<file path="config.mk">
export PLATFORM = sky130hd
export DESIGN_NAME = int_prio_ctrl
export DESIGN_NICKNAME = d
export VERILOG_FILES = /design/src/rtl/int_pkg.sv /design/src/rtl/int_prio_arb.sv /design/src/rtl/int_prio_ctrl.sv
export SDC_FILE = /design/constraint.sdc
export NUM_CORES = 1
export LEC_CHECK = 0
export ABC_CLOCK_PERIOD_IN_PS = 14200
export CORE_MARGIN = 10
export CORE_UTILIZATION = 48
export DETAILED_ROUTE_END_ITERATION = 10
export DONT_BUFFER_PORTS = 1
export SYNTH_ARGS = -nofsm -noshare
export SYNTH_HDL_FRONTEND = slang
export SYNTH_SLANG_ARGS = --single-unit
</file>
<file path="constraint.sdc">
create_clock -name clk -period 14.2 [get_ports clk]
set_input_delay 1.42 -clock clk [delete_from_list [all_inputs] [get_ports clk]]
set_output_delay 1.42 -clock clk [all_outputs]
set_load 0.005 [all_outputs]
</file>
<file path="src/rtl/int_pkg.sv">
// Shared constants for the interrupt priority controller: register word
// addresses and the width of a source ID.
package int_pkg;

  localparam int INT_A_ENABLE    = 0;
  localparam int INT_A_THRESH    = 1;
  localparam int INT_A_PEND      = 2;
  localparam int INT_A_CLAIM     = 3;
  localparam int INT_A_PRIO_BASE = 4;

  localparam int INT_ID_W = 5;

  typedef logic [INT_ID_W-1:0] int_id_t;

endpackage

</file>
<file path="src/rtl/int_prio_arb.sv">
// Combinational arbiter: picks the eligible source with the highest priority,
// lowest ID on ties; ID 0 when nothing is eligible.
module int_prio_arb
  import int_pkg::*;
#(
  parameter int NSRC   = 8,
  parameter int PRIO_W = 3
) (
  input  logic [NSRC*PRIO_W-1:0] prio,
  input  logic [NSRC-1:0]        elig,
  output int_id_t                best_id
);

  logic [PRIO_W-1:0] best_prio;

  // Strict greater-than keeps the earlier (lower) ID when priorities tie.
  always_comb begin
    best_id   = '0;
    best_prio = '0;
    for (int i = 0; i < NSRC; i++) begin
      if (elig[i] && (best_id == '0 || prio[i*PRIO_W +: PRIO_W] > best_prio)) begin
        best_id   = int_id_t'(i + 1);
        best_prio = prio[i*PRIO_W +: PRIO_W];
      end
    end
  end

endmodule

</file>
<file path="src/rtl/int_prio_ctrl.sv">
// Interrupt priority controller: register file, level gateway into pending
// bits, and the claim/complete handshake around the priority arbiter.
module int_prio_ctrl
  import int_pkg::*;
#(
  parameter int NSRC   = 8,
  parameter int PRIO_W = 3,
  parameter int ADDR_W = 6
) (
  input  logic              clk,
  input  logic              rst,
  input  logic              reg_en,
  input  logic              reg_wr,
  input  logic [ADDR_W-1:0] reg_addr,
  input  logic [63:0]       reg_wdata,
  output logic [31:0]       reg_rdata,
  input  logic [NSRC-1:0]   irq_src,
  output logic              irq_out,
  output logic [4:0]        irq_id
);

  logic [NSRC*PRIO_W-1:0] prio_q, prio_d;
  logic [NSRC-1:0]        enable_q, enable_d;
  logic [PRIO_W-1:0]      thresh_q, thresh_d;
  logic [NSRC-1:0]        pend_q, pend_d;
  logic [NSRC-1:0]        infl_q, infl_d;
  logic [31:0]            rdata_q, rdata_d;
  logic                   irq_out_q, irq_out_d;
  int_id_t                irq_id_q, irq_id_d;

  logic [NSRC-1:0] elig;
  int_id_t         best_id;
  int_id_t         cpl_id;
  logic            rd_acc, wr_acc, claim, complete;
  logic            unused_wdata;

  assign rd_acc       = reg_en && !reg_wr;
  assign wr_acc       = reg_en && reg_wr;
  assign claim        = rd_acc && (reg_addr == ADDR_W'(INT_A_CLAIM));
  assign complete     = wr_acc && (reg_addr == ADDR_W'(INT_A_CLAIM));
  assign cpl_id       = reg_wdata[INT_ID_W-1:0];
  assign unused_wdata = ^reg_wdata;

  always_comb begin
    elig = '0;
    for (int i = 0; i < NSRC; i++) begin
      elig[i] = pend_q[i] && enable_q[i] && (prio_q[i*PRIO_W +: PRIO_W] > thresh_q);
    end
  end

  int_prio_arb #(
    .NSRC   (NSRC),
    .PRIO_W (PRIO_W)
  ) u_arb (
    .prio    (prio_q),
    .elig    (elig),
    .best_id (best_id)
  );

  always_comb begin
    enable_d = enable_q;
    thresh_d = thresh_q;
    prio_d   = prio_q;
    if (wr_acc) begin
      if (reg_addr == ADDR_W'(INT_A_ENABLE)) enable_d = reg_wdata[NSRC-1:0];
      if (reg_addr == ADDR_W'(INT_A_THRESH)) thresh_d = reg_wdata[PRIO_W-1:0];
      for (int k = 0; k < NSRC; k++) begin
        if (reg_addr == ADDR_W'(INT_A_PRIO_BASE + k)) prio_d[k*PRIO_W +: PRIO_W] = reg_wdata[PRIO_W-1:0];
      end
    end
  end

  // The gateway looks at the pre-complete in-flight bits, and a claim
  // overrides a same-cycle gateway set on the claimed source.
  always_comb begin
    pend_d = pend_q | (irq_src & ~infl_q);
    infl_d = infl_q;
    for (int i = 0; i < NSRC; i++) begin
      if (claim && best_id == int_id_t'(i + 1)) begin
        pend_d[i] = 1'b0;
        infl_d[i] = 1'b1;
      end
      if (complete && cpl_id == int_id_t'(i + 1)) infl_d[i] = 1'b0;
    end
  end

  always_comb begin
    rdata_d = rdata_q;
    if (rd_acc) begin
      rdata_d = '0;
      if (reg_addr == ADDR_W'(INT_A_ENABLE)) rdata_d[NSRC-1:0]     = enable_q;
      if (reg_addr == ADDR_W'(INT_A_THRESH)) rdata_d[PRIO_W-1:0]   = thresh_q;
      if (reg_addr == ADDR_W'(INT_A_PEND))   rdata_d[NSRC-1:0]     = pend_q;
      if (reg_addr == ADDR_W'(INT_A_CLAIM))  rdata_d[INT_ID_W-1:0] = best_id;
      for (int k = 0; k < NSRC; k++) begin
        if (reg_addr == ADDR_W'(INT_A_PRIO_BASE + k)) rdata_d[PRIO_W-1:0] = prio_q[k*PRIO_W +: PRIO_W];
      end
    end
  end

  always_comb begin
    irq_id_d  = best_id;
    irq_out_d = (best_id != '0);
  end

  always_ff @(posedge clk) begin
    if (rst) begin
      prio_q    <= '0;
      enable_q  <= '0;
      thresh_q  <= '0;
      pend_q    <= '0;
      infl_q    <= '0;
      rdata_q   <= '0;
      irq_out_q <= 1'b0;
      irq_id_q  <= '0;
    end else begin
      prio_q    <= prio_d;
      enable_q  <= enable_d;
      thresh_q  <= thresh_d;
      pend_q    <= pend_d;
      infl_q    <= infl_d;
      rdata_q   <= rdata_d;
      irq_out_q <= irq_out_d;
      irq_id_q  <= irq_id_d;
    end
  end

  assign reg_rdata = rdata_q;
  assign irq_out   = irq_out_q;
  assign irq_id    = irq_id_q;

endmodule

</file>
==> impl_metrics.py <==
metrics = {
    "status": {
        "status": "finished clean",
    },
    "drt": {
        "wl_met2_mm": 6.48,
        "drc": 0,
        "routed_via_density": 6.08,
        "wirelength_mm": 14.3,
        "antenna_left": 0,
        "drt_first_pass_iters": 5,
        "wirelength_met1_mm": 6.02,
        "routed.top_layer": "met4",
        "drtIter0Drc": 441,
        "wl_met3_mm": 1.51,
        "wl_per_cell_microns": 19.4,
        "dr_total_vias": 4467,
    },
    "clock_tree": {
        "clk_pin_slew_ns": 0.08,
        "cts_num_sinks": 64,
        "postCtsResizedCells": 0,
        "cts_tree": "built",
        "clockBufferDepth": 2,
        "ctsHoldBuffers": 0,
        "root_buffer": "clkbuf_8",
        "cts_buffers": 9,
        "h-tree-depth": 3,
        "postCtsSetupBuffers": 0,
        "clk_latency_ns": 0.35,
    },
    "timing": {
        "finalCritPeriodShare_pct": 91.7,
        "fmax_ghz": 0.0768,
        "period_needed_ns": 13.02,
        "rsz0062_at_grt": "no",
        "worst_pin_slew_ns": 0.835,
        "fin_skew_ns": 0.0103,
        "setup_viol": 0,
        "fin_setup_tns_ns": 0,
        "finalMaxSlewViolations": 0,
        "timing_hold_violations_final": 0,
        "max-slew-margin-rel_pct": 43.8,
        "setup_slack_ns": 1.18,
    },
    "logic_synthesis": {
        "yosys_warnings": 0,
        "synthFlopType": "dfxtp_1",
        "ys_seq_elements": 64,
        "synth_area_leaders": "dfxtp_1 27%, ha_1 11%, a21oi_1 5.9%",
        "syn-cell-area_sq_um": 4780,
        "ys_seq_area_share_pct": 26.8,
        "syn_avg_cell_area_sq_um": 7.86,
        "ys_types": 70,
        "synth-edff-count": 0,
        "synth_top_cell_area_share_pct": 26.8,
        "synth_top_area_cell": "dfxtp_1",
        "synthArstFlopShare_pct": 0,
        "synthCells": 608,
    },
    "setup_path": {
        "cp_slowest_cell": "nor2_1",
        "required_ns": 14.49,
        "timing.rr.end": "infl_q[1]",
        "cp_num_buf_inv": 3,
        "timing.reg2reg.setup_slack_ns": 1.18,
        "cp.arrival_ns": 13.31,
        "crit_family": "compound AO/OA/AOI/OAI gates",
        "crit_top_cell": "ha_1",
        "cp-end-kind": "flop",
        "crit_fanout": 13,
        "reg2reg_depth": 58,
        "worst-setup-path-type": "reg2reg",
        "slowest_delay_ns": 0.49,
        "cp-start-kind": "flop",
        "reg2reg_from": "thresh_q[2]",
    },
    "grt": {
        "grt_overflow": 0,
        "grt_pass1_wl_mm": 22.9,
        "grt_max_degree": 58,
        "grt_pass1_vias": 4309,
        "antenna_found_initial": 0,
        "grt.total_usage_pct": 19.7,
    },
    "placed_design": {
        "place_congestion": 0.928,
        "io_buffers": 0,
        "pre_cts_slack_ns": 1.25,
        "hpwl_mm": 10.9,
        "dpl-instance-area_sq_um": 4790,
    },
    "pwr": {
        "p_total_uw": 402,
        "irDropWorstVdd_v": 0.0000705,
        "power_leakage_nw": 1.82,
        "power_density_nw_per_um2": 79.8,
    },
    "floorplan": {
        "initial_core_util_pct": 49.1,
        "die_x_microns": 120,
        "io_pins": 120,
        "num_rows": 36,
        "core_area_sq_um": 9730,
        "design.die.area_sq_um": 14300,
        "die_y_microns": 120,
    },
    "cells_and_area": {
        "final_common_cell": "dfxtp_1",
        "nets": 722,
        "final_cell_mix": "64 x dfxtp_1, 57 x nor2_1, 56 x a21oi_1",
        "finalInstanceArea_sq_um": 5040,
        "area_growth_pct": 5.42,
        "num_antenna_cells": 0,
        "drive_above_1_share_pct": 7.97,
    },
    "min_path": {
        "hp-class": "reg2reg",
        "min_to": "infl_q[5]",
        "hold_path_depth": 2,
        "hold_start": "infl_q[5]",
    },
    "job": {
        "cap_violations": 0,
    },
}
[how the worst max path moves through the flow]
stage,slack (ns),endpoint,from,depth (start not counted)
final,1.18,infl_q[1],thresh_q[2],58
after global routing,0.09,infl_q[1],thresh_q[1],58
after CTS,1.20,infl_q[1],thresh_q[2],58
after detailed placement,1.25,infl_q[1],thresh_q[2],58
after global placement,1.50,infl_q[1],thresh_q[2],58
after floorplan,3.07,infl_q[5],thresh_q[1],60
[metal layers]
layer	global-route usage, %	vias to the layer above
met1	26.0	2110
met5	0	-
met4	5.51	0
li1	-	2143
met3	5.44	18
met2	30.7	196
[through the flow]
stage	std cells	util (%)	hold WS, ns
2_1_floorplan	632	-	0.441
3_3_place_gp	719	49.2	0.448
3_5_place_dp	719	49.2	0.464
4_1_cts	735	51.8	0.479
5_1_grt	735	51.8	0.499
6_report	735	51.8	0.477
[cells in the mapped netlist (4+ instances only)]
cell type / number
o211ai_1: 7
a21oi_1: 56
inv_1: 31
o221ai_1: 4
a21o_1: 7
nor2_1: 57
a211oi_1: 4
o21a_1: 7
buf_4: 25
nor2b_1: 14
nor3_1: 25
nand3_1: 38
a31oi_1: 10
mux2i_1: 26
o21ai_0: 32
ha_1: 43
or2_2: 4
clkbuf_1: 23
nand2_1: 44
and3_1: 5
a22o_1: 4
nand2b_1: 7
and2_1: 4
dfxtp_1: 64
mux2_2: 5
[where the power goes]
group          total, mW  switching, mW  internal, mW
Sequential         0.185        0.00317         0.181
Combinational     0.0177         0.0114       0.00627
Clock              0.200         0.0811         0.119
Total              0.402         0.0956         0.306
[flip-flops by register name (all words and copies together) (netlist names)]
name,count
infl_q,8
prio_q,24
thresh_q,3
enable_q,8
irq_out,1
reg_rdata,8
pend_q,8
irq_id,4
[worst register-to-register path, delay by kind of cell (launching register included)]
| family | cells | cell delay [ns] |
|---|---|---|
| mux | 1 | 0.41 |
| fa+ha+maj | 8 | 2.25 |
| flops | 1 | 0.31 |
| buf+inv | 3 | 0.49 |
| simple gates | 18 | 3.97 |
| compound gates | 28 | 5.51 |
[cells by family (layout without fill, tap and decap cells)]
group	after synthesis	count (layout)	share of synthesized area, %
adders and majority gates	43	43	11.3
muxes	31	31	6.62
DFF	64	64	26.8
AOI/OAI and AO/OA	172	172	24.8
buffers and inverters	81	51	8.35
and+or+nand+nor	216	216	22.1
other	1	25	0.0785
[final cells by class]
| cell class | instances | area, sq um |
|---|---|---|
| clock buffer | 9 | 124 |
| timing repair buffer | 4 | 30.0 |
| clock inverter | 7 | 125 |
| sequential | 64 | 1280 |
| inverter | 31 | 116 |
| tap | 133 | 166 |
| fill | 1004 | 4690 |
| multi-input combinational | 487 | 3200 |
(Power assumes the default switching activity.)
